**src/rtl/switch_arbiter.sv**
```systemverilog
// Two-requester round-robin arbiter feeding a nibble-swap / bit-reverse switch
// into a single-entry registered output stage, with per-transform counters.
module switch_arbiter #(
    parameter int CNT_W = 8
) (
    input  logic             clk,
    input  logic             rst_n,
    input  logic             a_valid,
    input  logic [7:0]       a_data,
    output logic             a_ready,
    input  logic             b_valid,
    input  logic [7:0]       b_data,
    output logic             b_ready,
    output logic             out_valid,
    output logic [7:0]       out_data,
    output logic             out_src,
    output logic             out_mode,
    input  logic             out_ready,
    input  logic             clr_cnt,
    output logic [CNT_W-1:0] swap_cnt,
    output logic [CNT_W-1:0] uni_cnt
);
    typedef enum logic {EMPTY, FULL} state_t;

    state_t     state;
    logic       last;
    logic       accept_en, grant_a, grant_b, accept, uniform;
    logic [7:0] sel, xf;

    assign accept_en = (state == EMPTY) | (out_valid & out_ready);

    // last = 1 means B went last, so A wins contention (and vice versa).
    assign grant_a = a_valid & (~b_valid | last);
    assign grant_b = b_valid & (~a_valid | ~last);
    assign a_ready = accept_en & grant_a;
    assign b_ready = accept_en & grant_b;
    assign accept  = a_ready | b_ready;

    assign sel     = grant_b ? b_data : a_data;
    assign uniform = (sel == 8'h00) | (sel == 8'hFF);

    always_comb begin
        xf = {sel[3:0], sel[7:4]};
        if (uniform) begin
            for (int k = 0; k < 8; k++) xf[k] = sel[7-k];
        end
    end

    always_ff @(posedge clk or negedge rst_n) begin
        if (!rst_n) begin
            state     <= EMPTY;
            out_valid <= 1'b0;
            out_data  <= 8'h00;
            out_src   <= 1'b0;
            out_mode  <= 1'b0;
            last      <= 1'b1;
        end else begin
            case (state)
                EMPTY: if (accept) begin
                    state     <= FULL;
                    out_valid <= 1'b1;
                end
                FULL: if (out_ready && !accept) begin
                    state     <= EMPTY;
                    out_valid <= 1'b0;
                end
                default: begin
                    state     <= EMPTY;
                    out_valid <= 1'b0;
                end
            endcase
            if (accept) begin
                out_data <= xf;
                out_src  <= grant_b;
                out_mode <= ~uniform;
                last     <= grant_b;
            end
        end
    end

    // Clear wins over a same-cycle increment; counters wrap naturally.
    always_ff @(posedge clk or negedge rst_n) begin
        if (!rst_n) begin
            swap_cnt <= '0;
            uni_cnt  <= '0;
        end else if (clr_cnt) begin
            swap_cnt <= '0;
            uni_cnt  <= '0;
        end else if (accept) begin
            if (uniform) uni_cnt  <= uni_cnt + CNT_W'(1);
            else         swap_cnt <= swap_cnt + CNT_W'(1);
        end
    end
endmodule

```
**config.mk**
```make
export PLATFORM = sky130hd
export DESIGN_NAME = switch_arbiter
export DESIGN_NICKNAME = d
export VERILOG_FILES = /design/src/rtl/switch_arbiter.sv
export SDC_FILE = /design/constraint.sdc
export NUM_CORES = 1
export LEC_CHECK = 0
export CORE_MARGIN = 4
export CORE_UTILIZATION = 45
export CTS_CLUSTER_DIAMETER = 120
export CTS_CLUSTER_SIZE = 24
export DETAILED_ROUTE_END_ITERATION = 10
export DONT_BUFFER_PORTS = 1
export PLACE_DENSITY = 0.62
export SKIP_CTS_REPAIR_TIMING = 1
export SLEW_MARGIN = 40
export SYNTH_ARGS = -nofsm -noshare
export SYNTH_HDL_FRONTEND = slang
export SYNTH_SLANG_ARGS = --single-unit
```
**constraint.sdc**
```tcl
create_clock -name clk -period 1.9 [get_ports clk]
set_clock_uncertainty 0.15 [all_clocks]
set_input_delay 0.57 -clock clk [delete_from_list [all_inputs] [get_ports clk]]
set_output_delay 0.57 -clock clk [all_outputs]
set_load 0.005 [all_outputs]
```
# Word level (Yosys, flattened, before mapping)
# Cells that the tools add are included.
dict set report totals {
  regBits 29
  in_bits 22
  out_inout_bits 29
  elab_cells 51
}
dict set report op_classes {
  n_addsub 2
  eq_ne 4
  muxes 14
  n_bitwise 15
  reduce_logical 8
}
# operator n
set op_table {}
lappend op_table {{2-to-1 mux 8 bit} 8}
lappend op_table {{adder 8 x 1 -> 8 bit (second input constant)} 2}
lappend op_table {{equality test 8 bit (second input constant)} 1}
lappend op_table {{logical NOT 8 bit} 1}
lappend op_table {{AND reduction 2 bit} 3}
lappend op_table {{AND 1 bit} 5}
lappend op_table {{NOT 1 bit} 5}
lappend op_table {{bitwise OR 1 bit} 5}
lappend op_table {{2-to-1 mux 1 bit} 4}
lappend op_table {{inequality test 2 bit (second input constant)} 2}
lappend op_table {{one-hot mux 1 bit (2 select lines)} 2}
lappend op_table {{nonzero test 2 bit} 2}
lappend op_table {{inequality test 2 x 1 -> 1 bit (second input constant)} 1}
lappend op_table {{logical AND 1 bit} 1}
lappend op_table {{logical NOT 1 bit} 1}

# Longest topological paths before layout
dict set report depth {
  depth_word 9
  depth_mapped 6
  mapped_depth_nobuf 5
}

# Worst setup path before layout
# Ideal clock, no wire load.
dict set report synth_timing {
  kind {input to register}
  startpoint {input b_data[2]}
  endpoint {register uni_cnt[6]}
  setup_ns 0.128
  arrival_ns 1.935
  setup_slack_ns -0.312
  cell_stages 5
  path_buffers 0
  path_cell_list {or4_1 > nor2_4 > o21ai_2 > a211oi_2 > mux2_1}
}
dict set report synth_between {
  elab_chain_cells 5
  elab_cells_between_ends 6
}
# item line
set synth_lines {}
lappend synth_lines {{start: declaration} 12} ;# input logic [7:0] b_data,
lappend synth_lines {{2-to-1 mux 8 bit (*)} 39} ;# assign sel = grant_b ? b_data : a_data;
lappend synth_lines {{equality test 8 bit / logical NOT 8 bit (equally long branches)} 40} ;# assign uniform = (sel == 8'h00) | (sel == 8'hFF);
lappend synth_lines {{bitwise OR 1 bit (*)} 40}
lappend synth_lines {{nonzero test 2 bit (no line) (*)} -}
lappend synth_lines {{AND reduction 2 bit (no line) (*)} -}
lappend synth_lines {{end signal: assignment} 90} ;# if (uniform) uni_cnt <= uni_cnt + CNT_W'(1);
lappend synth_lines {{end: declaration} 21} ;# output logic [CNT_W-1:0] uni_cnt
# Every way passes the cells marked *; elsewhere a longest branch is shown, timed or not.
# A chain may end at the register's enable or synchronous reset.

# Final worst setup path
dict set report layout_timing {
  startpoint {register last}
  endpoint {register swap_cnt[2]}
}
dict set report layout_between {
  elab_chain_cells 8
  elab_cells_between_ends 15
}
# item line
set layout_lines {}
lappend layout_lines {{start: declaration} 26} ;# logic last;
lappend layout_lines {{start signal: assignment} 76} ;# last <= grant_b;
lappend layout_lines {{NOT 1 bit} 34} ;# assign grant_b = b_valid & (~a_valid | ~last);
lappend layout_lines {{bitwise OR 1 bit} 34}
lappend layout_lines {{AND 1 bit} 34}
lappend layout_lines {{2-to-1 mux 8 bit} 39}
lappend layout_lines {{equality test 8 bit / logical NOT 8 bit (equally long branches)} 40}
lappend layout_lines {{bitwise OR 1 bit} 40}
lappend layout_lines {{inequality test 2 bit (no line)} -}
lappend layout_lines {{AND reduction 2 bit (no line) (*)} -}
lappend layout_lines {{end signal: assignment} 91} ;# else swap_cnt <= swap_cnt + CNT_W'(1);
lappend layout_lines {{end: declaration} 20} ;# output logic [CNT_W-1:0] swap_cnt,
# Marked as above.

==> impl_metrics.csv <==
group,metric,value,unit
run_status,status,"complete, but fails checks",
pwr,p_per_area,857,nW/um^2
die,io_pins,51,
placement,io_buffers,0,
synthesis,synth_top_area_share,0.403,
global_routing,first_global_vias,1509,
synthesis,synth_cell_types,46,
worst_setup_path,worstPathArrival,2.07,ns
worst_setup_path,worst-path-max-fanout,5,
synthesis,synthMuxAreaShare,0.111,
synthesis,yosys-top-cells-area,"dfrtp_1 (40%), mux2_4 (5.2%), mux2i_1 (4.6%)",
min_path,hold_class,"in -> reg",
layout,antenna_cells,0,
sta,slew_headroom,0.704,
sta,period_share,1.08,
layout,areaGrowthSynthToFinish,28.7,%
clock_network,h-tree-depth,2,
sta,finalSetupViolCount,13,
pwr,vdd_drop_max,783,uV
worst_setup_path,end_kind,"flop",
sta,drv_slew,0,
sta,max_freq,490,MHz
detailed_routing,num_vias,1471,
worst_setup_path,slowest_stage,"dfstp_2",
sta,holdWs,0.184,ns
worst_setup_path,crit_chain,"nand2b_4 -> nand3_2 -> or3_4 -> buf_12 -> a21boi_2 -> mux2_4",
detailed_routing,ant_nets,0,
worst_setup_path,cp.buffers_inverters,1,
synthesis,synth_area,1740,um^2
detailed_routing,wl_per_cell,18.2,um
sta,final-hold-violation-count,0,
die,core_area,3690,um^2
detailed_routing,drtPass1Iterations,4,
die,num_rows,22,
placement,place_inst,233,
pwr,leakage,0.892,nW
global_routing,grt_pass1_wl,7170,um
worst_setup_path,critical_path_class,"reg -> reg",
die,die-width,70.2,um
clock_network,clock_tree.buffer_depth,2,
synthesis,syn_nets,199,
layout,final_cells,246,
synthesis,synth_compound_area_frac,0.210,
clock_network,cts_tree,"yes",
synthesis,yosys.area_share.adder,0.0144,
synthesis,syn_avg_cell_area,9.95,um^2
sta,worstMarginPinSlew,0.442,ns
worst_setup_path,critPathMaxStageDelay,0.58,ns
sta,rsz0062_at_grt,"yes",
detailed_routing,route.detailed.drc,0,
clock_network,cts.sinks,29,
synthesis,synthSimpleGateAreaFrac,0.218,
sta,fin_ws,-0.143,ns
die,die_h,70.2,um
global_routing,grt_max_degree,30,
worst_setup_path,rrSetupSlack,-0.14,ns
sta,min_period,2.04,ns
flow_run,drv_cap,0,
synthesis,synth_top_family_by_area,"simple AND/OR/NAND/NOR gates",
run_status,violations,"negative setup slack",
clock_network,clk_pin_slew_worst_paths,0.07,ns
synthesis,synth_top_area_cell,"dfrtp_1",
synthesis,synth-xor-area-share,0,
clock_network,clkLatencyLatePin,0.28,ns
detailed_routing,drt_iter0_drc,102,
placement,dpl_cell_area,1960,um^2
worst_setup_path,required,1.92,ns
synthesis,synthCells,175,
synthesis,ys_seq_area_frac,0.418,
layout,fin_nets,221,
placement,dp_hpwl,3250,um
layout,fillCellCount,321,
detailed_routing,via_per_inst,5.98,
die,dieArea,4930,um^2
worst_setup_path,critPathLaunchType,"flop",
global_routing,overflow,0,
die,floorplan.initialDensity,0.472,
clock_network,numCtsBuffers,5,
layout,drive_above_1_share,0.364,
layout,design_area,2240,um^2
placement,gp_congestion,0.791,
global_routing,antenna_found_initial,0,
worst_setup_path,path_delay_family,"simple AND/OR/NAND/NOR gates",
detailed_routing,routed_wirelength,4470,um
layout,utilization,0.607,
synthesis,yosysWarnings,0,
synthesis,ys_seq_elements,29,
clock_network,root_buffer,"clkbuf_8",
global_routing,track_usage,0.184,
Yosys cell counts (all sizes together):
| library cell | instances |
|---|---|
| or2 | 1 |
| dfrtp | 28 |
| a21oi | 14 |
| buf | 4 |
| and2 | 4 |
| a21boi | 3 |
| nand4 | 7 |
| o21bai | 1 |
| a211oi | 2 |
| o21ai | 5 |
| a21o | 2 |
| nor2b | 8 |
| clkbuf | 4 |
| mux2 | 8 |
| nand2 | 16 |
| or3 | 1 |
| o21ba | 1 |
| and4 | 1 |
| inv | 3 |
| a211o | 4 |
| o21a | 1 |
| a31oi | 1 |
| o211ai | 7 |
| o41ai | 4 |
| or3b | 1 |
| a21bo | 2 |
| nor3 | 4 |
| nand3 | 9 |
| mux2i | 8 |
| dfstp | 1 |
| nor3b | 1 |
| or4 | 4 |
| nand2b | 1 |
| nor2 | 12 |
| ha | 2 |
cell type report:
type | count | area, um^2 | share of cell area
Timing Repair Buffer | 23 | 234 | 0.104
Clock inverter | 2 | 10.0 | 0.00447
Inverter | 3 | 11.3 | 0.00503
Clock buffer | 6 | 72.6 | 0.0324
Tap cell | 48 | 60.1 | 0.0268
Multi-Input combinational cell | 135 | 1120 | 0.502
Sequential cell | 29 | 727 | 0.325
final timing paths:
| check | startpoint | depth (start not counted) | to |
|---|---|---|---|
| worst min-delay path | clr_cnt | 1 | uni_cnt[4]$_DFFE_PN0P_ |
| min in group asynchronous | rst_n | 2 | swap_cnt[3]$_DFFE_PN0P_ |
| worst max-delay path | last$_DFFE_PN1P_ | 6 | swap_cnt[2]$_DFFE_PN0P_ |
| max in group asynchronous | rst_n | 2 | last$_DFFE_PN1P_ |
| worst max register to register | last$_DFFE_PN1P_ | 6 | swap_cnt[2]$_DFFE_PN0P_ |
| worst min register to register | out_data[4]$_DFFE_PN0P_ | 2 | out_data[4]$_DFFE_PN0P_ |
metal layers:
layer | up-vias | part of all wire | GRT usage
met4 | 0 | 0.015 | 0.0723
met2 | 47 | 0.49 | 0.296
li1 | 689 | - | -
met3 | 7 | 0.083 | 0.0849
met5 | - | 0 | 0
met1 | 728 | 0.41 | 0.211
logic make-up (layout without fill, tap and decap cells):
family	after synthesis	count (layout)
DFF	29	29
adders and majority gates	2	2
muxes	16	16
and+or+nand+nor	70	70
AOI/OAI and AO/OA	47	47
buffers and inverters	11	34
report_power, final:
part / switching (mW) / internal, mW / total [mW]
logic: 0.272 / 0.289 / 0.561
registers: 0.118 / 0.746 / 0.864
clock network: 0.241 / 0.253 / 0.494
total: 0.631 / 1.29 / 1.92
cell usage in the layout (no fill, tap or decap), drive strengths merged, types with 5 or more instances in the layout:
cell	instances
o21ai	5
dfrtp	28
nor2b	8
mux2	8
nand4	7
buf	21
o211ai	7
a21oi	14
nand2	16
clkbuf	7
nand3	9
mux2i	8
nor2	12
sequential cells by signal, indices dropped and copies added, names as in the netlist:
| register | cells |
|---|---|
| last | 1 |
| out_data | 8 |
| out_mode | 1 |
| out_src | 1 |
| out_valid | 1 |
| state | 1 |
| swap_cnt | 8 |
| uni_cnt | 8 |
metrics by stage:
step / setup slack [ns] / setup TNS, ns / power [mW]
finish: -0.143 / -1.14 / 1.92
global placement: -0.301 / -6.21 / 1.30
global route: -0.217 / -2.19 / 2.04
detailed placement: -0.330 / -6.67 / 1.33
floorplan: -0.281 / -3.76 / 1.17
CTS: -0.249 / -2.21 / 1.82
worst reg2reg max path: cells and delay by family (launching register included):
family	cells	cell delay [ns]
and+or+nand+nor	3	0.59
AOI/OAI and AO/OA	1	0.15
DFF	1	0.58
buffers and inverters	1	0.16
muxes	1	0.31
No activity file was read; power rests on OpenSTA's default activity.
